**config.mk**
```make
export PLATFORM = sky130hd
export DESIGN_NAME = jtgng_dwnld_packer
export DESIGN_NICKNAME = d
export VERILOG_FILES = /design/src/rtl/jtgng_dwnld_packer.sv
export SDC_FILE = /design/constraint.sdc
export NUM_CORES = 1
export LEC_CHECK = 0
export ABC_AREA = 0
export CAP_MARGIN = 10
export CORE_UTILIZATION = 40
export CTS_CLUSTER_DIAMETER = 100
export DETAILED_ROUTE_END_ITERATION = 8
export GPL_TIMING_DRIVEN = 0
export MAX_ROUTING_LAYER = met4
export PLACE_DENSITY = 0.7
export SLEW_MARGIN = 20
export SYNTH_ARGS = -nofsm -noshare
export SYNTH_HDL_FRONTEND = slang
export SYNTH_SLANG_ARGS = --single-unit
```
**constraint.sdc**
```tcl
create_clock -name clk_rom -period 2.5 [get_ports clk_rom]
set_clock_uncertainty 0.05 [all_clocks]
set_input_delay 0.75 -clock clk_rom [delete_from_list [all_inputs] [get_ports clk_rom]]
set_output_delay 0.75 -clock clk_rom [all_outputs]
set_load 0.01 [all_outputs]
```
**src/rtl/jtgng_dwnld_packer.sv**
```systemverilog
// Packs the loader's byte download stream into 16-bit SDRAM words, buffers them
// in a small FIFO and drains them over a req/ack handshake to the SDRAM write port.
module jtgng_dwnld_packer #(
    parameter int AW    = 22,
    parameter int DEPTH = 4,
    parameter int SWAP  = 0
) (
    input  logic          clk_rom,
    input  logic          rst_n,
    input  logic [AW-1:0] ioctl_addr,
    input  logic [7:0]    ioctl_data,
    input  logic          ioctl_wr,
    input  logic          downloading,
    output logic          sdram_req,
    output logic [AW-2:0] sdram_addr,
    output logic [15:0]   sdram_din,
    output logic [1:0]    sdram_dsn,
    input  logic          sdram_ack,
    output logic          dwnld_busy,
    output logic          overflow,
    output logic [AW-2:0] word_cnt
);

    localparam int WA = AW - 1;
    localparam int PW = (DEPTH > 1) ? $clog2(DEPTH) : 1;
    localparam int CW = PW + 1;
    localparam logic SWAP_L = (SWAP != 0);

    typedef enum logic {
        S_IDLE,
        S_WAIT
    } state_t;

    // Download edge detection
    logic dl_q;
    logic dl_rise;
    logic dl_fall;
    logic wr_acc;

    assign dl_rise = downloading & ~dl_q;
    assign dl_fall = ~downloading & dl_q;
    assign wr_acc  = ioctl_wr & downloading;

    // Byte lane of the incoming strobe: 1 selects din[15:8]
    logic          lane;
    logic [1:0]    lane_be;
    logic [15:0]   lane_data;
    logic [15:0]   merged_data;
    logic [WA-1:0] in_waddr;

    assign lane        = ioctl_addr[0] ^ SWAP_L;
    assign lane_be     = lane ? 2'b10 : 2'b01;
    assign lane_data   = lane ? {ioctl_data, 8'h00} : {8'h00, ioctl_data};
    assign in_waddr    = ioctl_addr[AW-1:1];

    // Pending word register
    logic          pvalid_q, pvalid_d;
    logic [WA-1:0] paddr_q, paddr_d;
    logic [15:0]   pdata_q, pdata_d;
    logic [1:0]    pbe_q, pbe_d;

    assign merged_data = lane ? {ioctl_data, pdata_q[7:0]} : {pdata_q[15:8], ioctl_data};

    // Word offered to the FIFO this cycle
    logic          push;
    logic [WA-1:0] push_addr;
    logic [15:0]   push_data;
    logic [1:0]    push_be;

    // NOTE: every signal assigned here gets a default first, so no latch is inferred.
    always_comb begin
        pvalid_d  = pvalid_q;
        paddr_d   = paddr_q;
        pdata_d   = pdata_q;
        pbe_d     = pbe_q;
        push      = 1'b0;
        push_addr = paddr_q;
        push_data = pdata_q;
        push_be   = pbe_q;

        if (wr_acc) begin
            if (!pvalid_q) begin
                pvalid_d = 1'b1;
                paddr_d  = in_waddr;
                pdata_d  = lane_data;
                pbe_d    = lane_be;
            end else if (in_waddr == paddr_q) begin
                if ((pbe_q & lane_be) == 2'b00) begin
                    push      = 1'b1;
                    push_data = merged_data;
                    push_be   = pbe_q | lane_be;
                    pvalid_d  = 1'b0;
                end else begin
                    pdata_d = merged_data;
                end
            end else begin
                // Jump to a new word: retire the pending one as a partial word
                push     = 1'b1;
                paddr_d  = in_waddr;
                pdata_d  = lane_data;
                pbe_d    = lane_be;
            end
        end else if (dl_fall && pvalid_q) begin
            push     = 1'b1;
            pvalid_d = 1'b0;
        end
    end

    // FIFO storage and occupancy
    logic [WA-1:0] mem_addr [DEPTH];
    logic [15:0]   mem_data [DEPTH];
    logic [1:0]    mem_be   [DEPTH];
    logic [PW-1:0] wr_ptr_q;
    logic [PW-1:0] rd_ptr_q;
    logic [CW-1:0] cnt_q;
    logic          fifo_full;
    logic          fifo_empty;
    logic          push_ok;
    logic          pop;
    state_t        state_q;

    assign fifo_full  = (cnt_q == CW'(DEPTH));
    assign fifo_empty = (cnt_q == '0);
    assign push_ok    = push & ~fifo_full;
    assign pop        = (state_q == S_WAIT) & sdram_ack;

    // NOTE: the storage array has no reset; occupancy is tracked by cnt_q, so stale contents are never read.
    always_ff @(posedge clk_rom) begin
        if (push_ok) begin
            mem_addr[wr_ptr_q] <= push_addr;
            mem_data[wr_ptr_q] <= push_data;
            mem_be[wr_ptr_q]   <= push_be;
        end
    end

    // NOTE: sequential state uses non-blocking assignments so every register samples pre-edge values.
    always_ff @(posedge clk_rom or negedge rst_n) begin
        if (!rst_n) begin
            dl_q     <= 1'b0;
            pvalid_q <= 1'b0;
            paddr_q  <= '0;
            pdata_q  <= '0;
            pbe_q    <= '0;
            wr_ptr_q <= '0;
            rd_ptr_q <= '0;
            cnt_q    <= '0;
            overflow <= 1'b0;
        end else begin
            dl_q     <= downloading;
            pvalid_q <= pvalid_d;
            paddr_q  <= paddr_d;
            pdata_q  <= pdata_d;
            pbe_q    <= pbe_d;

            if (push_ok) begin
                wr_ptr_q <= wr_ptr_q + 1'b1;
            end
            if (pop) begin
                rd_ptr_q <= rd_ptr_q + 1'b1;
            end
            case ({push_ok, pop})
                2'b10:   cnt_q <= cnt_q + 1'b1;
                2'b01:   cnt_q <= cnt_q - 1'b1;
                default: cnt_q <= cnt_q;
            endcase

            // A drop in the same cycle as a new start still counts against the new download
            if (push && fifo_full) begin
                overflow <= 1'b1;
            end else if (dl_rise) begin
                overflow <= 1'b0;
            end
        end
    end

    // Drain FSM with registered SDRAM-side outputs
    always_ff @(posedge clk_rom or negedge rst_n) begin
        if (!rst_n) begin
            state_q    <= S_IDLE;
            sdram_req  <= 1'b0;
            sdram_addr <= '0;
            sdram_din  <= '0;
            sdram_dsn  <= 2'b11;
            word_cnt   <= '0;
        end else begin
            case (state_q)
                S_IDLE: begin
                    if (!fifo_empty) begin
                        sdram_addr <= mem_addr[rd_ptr_q];
                        sdram_din  <= mem_data[rd_ptr_q];
                        sdram_dsn  <= ~mem_be[rd_ptr_q];
                        sdram_req  <= 1'b1;
                        state_q    <= S_WAIT;
                    end
                end
                S_WAIT: begin
                    if (sdram_ack) begin
                        sdram_req <= 1'b0;
                        sdram_dsn <= 2'b11;
                        state_q   <= S_IDLE;
                    end
                end
                default: begin
                    sdram_req <= 1'b0;
                    state_q   <= S_IDLE;
                end
            endcase

            if (dl_rise) begin
                word_cnt <= '0;
            end else if (pop) begin
                word_cnt <= word_cnt + 1'b1;
            end
        end
    end

    assign dwnld_busy = downloading | dl_q | pvalid_q | ~fifo_empty | sdram_req;

endmodule
```
==> metrics.txt <==
status finished, violations left; failing checks negative setup slack; CTS tree built; Fmax 400 MHz; Initial DRC Count 425; synth unique cells 52; first-pass GRT wire length 36.4 mm; CP max FO 8; Die Ht 167 µm; DRC 0; syn avg cell area 17.9 µm²; VDD IR max 0.591 mV; Num CTS Buffers 27; Skew-Pair Late Insertion Delay approximately 0.52 ns; core area between 20000 and 30000 µm²; Seq/Total Area, Yosys between 60 and 70%; synth-to-layout area growth 26.6%; total wire length around 23 mm; max cap viols 0; Leak approximately 5.2 nW; Port Buffers 97; kind of critical path in -> reg; Power Density approximately 1000 nW/µm²; Synth Flop Type edfxtp_1; top post-synthesis cells by area edfxtp_1, dfrtp_1, mux4_2; Max Root-Sink Buffers 3; routed vias between 6k and 7k; Final Hold Viols 0; ANT cells 0; origin of the critical flop-to-flop path paddr_q[8]; drt pass-1 iters 4; number of synthesized register bits approximately 270; critical path endpoint mem_data[0][15]; Post-Synthesis Net Count approximately 650; most common cell after layout, fill and taps aside edfxtp_1; initial core utilization approximately 40%; slack of the critical path -0.000600 ns; critical path launch point ioctl_wr; grt total ovfl 0; largest net degree at the start of global routing between 60 and 70; fin crit share 100%; htree depth 1; most frequent cells in the layout edfxtp_1, dfrtp_1, clkdlybuf4s50_1; Reg2Reg Depth 10; Critical R2R Capture paddr_q[8]; Worst Tran Pin Value about 0.78 ns; I/O pin count 98; synthesis warning total 0; synthesized cell area 10900 µm²; setup slack, reg-to-reg approximately 0.020 ns; die outline area ~28000 µm²; CTS Sinks approximately 270; Routed Antenna Nets 0; Worst EP required 2.70 ns; Min-Delay Path Class in -> async; DR vias/cell around 5.4; CP arrival 2.71 ns; die boundary width 167 µm; Synth top area share 43.1%; antenna violations before repair 0; min Tclk post-route 2.50 ns; Slew Viols, Final 0; Crit. End Element flip-flop; setup repair after global routing missed its margin yes; async set or reset register ratio after synthesis slightly above 40%; Reg clk slew, reported paths 0.06 ns; Syn Inst Count 606; number of synthesized flops with an enable pin roughly 160; Total Routing Usage GR ~18%; Root Driver clkbuf_16; # rows between 50 and 60; final setup violating endpoints 4; layout cells sized above 1 a little under a third; Filler cells between 2k and 2.5k; Synth area leader edfxtp_1; Worst setup SP type primary input; Tot Pwr about 0.014 W; CTS Hold Buffers Added 0; Finished Layout Cells around 1.1k; Relative slew margins roughly half; vias in the first global route between 6k and 7k; HPWL Detailed around 14 mm; Placer Congestion between 0.7 and 0.8; fin nets between 800 and 900; placed cells ~1.0k; per-cell routed wire length roughly 21 µm
[cells in the mapped netlist, types with 2 or more instances]
master and count:
xor2_1 31, dfstp_2 2, a31oi_1 2, mux4_2 39, a32o_1 8, and3_1 2
nor2b_1 3, ha_1 6, a31o_2 2, nor2_1 29, mux2i_1 3, nor4_4 2
clkbuf_1 14, inv_1 9, a211oi_1 2, o21ai_0 3, a21oi_1 6, xnor2_1 16
buf_2 4, a22o_1 8, nand3_1 11, and4_1 5, dfrtp_1 109, nor3_1 5
buf_12 2, and2_1 7, nand2_1 16, mux2_2 57, mux2_4 19, nand4_1 7
edfxtp_1 156
[metrics by stage]
stage | util (%) | area, µm² | setup TNS [ns] | hold slack (ns) | setup WS, ns
detailed placement | 46.8 | 12300 | -262.82 | 0.428 | -1.39
finish | 52.2 | 13700 | -0.00223 | 0.177 | -0.000600
CTS | 51.1 | 13500 | 0 | 0.204 | 0.00185
floorplan | - | 10900 | -8.72 | 0.404 | -0.324
global route | 52.2 | 13700 | -1.82 | 0.216 | -0.0800
global placement | 46.6 | 12300 | -752.79 | 0.416 | -4.19
[metal layers]
layer / routed length (µm) / part of all wire, % / global-route usage, % / vias up
met4: 472 / 2.0 / 4.15 / 0
li1: - / - / - / 2650
met1: 10100 / 43 / 23.0 / 3150
met5: 0 / 0 / - / -
met2: 11700 / 50 / 28.8 / 168
met3: 1230 / 5.2 / 2.73 / 41
[where the power goes]
| group | switching (W) | leakage, nW | internal [W] |
|---|---|---|---|
| combinational | 0.00179 | 1.98 | 0.00218 |
| sequential | 0.000429 | 2.79 | 0.00559 |
| clock | 0.00160 | 0.427 | 0.00245 |
| total | 0.00382 | 5.19 | 0.0102 |
[logic make-up after synthesis]
kind of cell | synth area share [%]
AND/OR/NAND/NOR | 4.91
adder cells (fa/ha/maj) | 0.875
XOR/XNOR | 3.79
flip-flops | 68.7
buffers and inverters | 1.49
AO/OA/AOI/OAI | 3.32
multiplexers | 16.9
[area by class of cell]
class | instances | area, µm² | share of cell area, %
plain buffers | 21 | 124 | 0.901
clock buffers | 38 | 737 | 5.36
clock inverters | 10 | 149 | 1.08
inverters | 10 | 41.3 | 0.300
multi-input cells | 311 | 3460 | 25.2
flip-flops and latches | 267 | 7470 | 54.4
well taps | 335 | 419 | 3.05
repair buffers | 126 | 1340 | 9.76
[flip-flops by register name, summed over array words and instances (netlist names), 2 cells and up]
name        count
pdata_q        16
sdram_din      16
sdram_dsn       2
cnt_q           3
mem_addr       84
rd_ptr_q        2
mem_be          8
wr_ptr_q        2
paddr_q        21
pbe_q           2
word_cnt       21
mem_data       64
sdram_addr     21
[how the worst min path moves through the flow]
stage                     startpoint             to  slack (ns)  cells after the start
after CTS                      rst_n  sdram_din[11]        0.20                      1
after detailed placement  pdata_q[4]     pdata_q[4]        0.43                      1
after global placement    pdata_q[0]     pdata_q[0]        0.42                      1
final                          rst_n  sdram_din[11]        0.18                      1
after global routing           rst_n  sdram_din[11]        0.22                      1
after floorplan                rst_n       cnt_q[0]        0.40                      0
[repair_timing]
action	in CTS	in global routing
cloned	4	2
gates resized for setup	69	11
setup buffers	12	14
setup endpoints to repair	263	177
pin swaps	20	9
[critical path, cell delays in order]
cell	delay, ns
clkdlybuf4s50_1	0.47
and3_1	0.16
clkbuf_1	0.30
nand2_1	0.16
nor2_1	0.18
nand3_2	0.27
mux2_2	0.41
(Power assumes the default switching activity.)
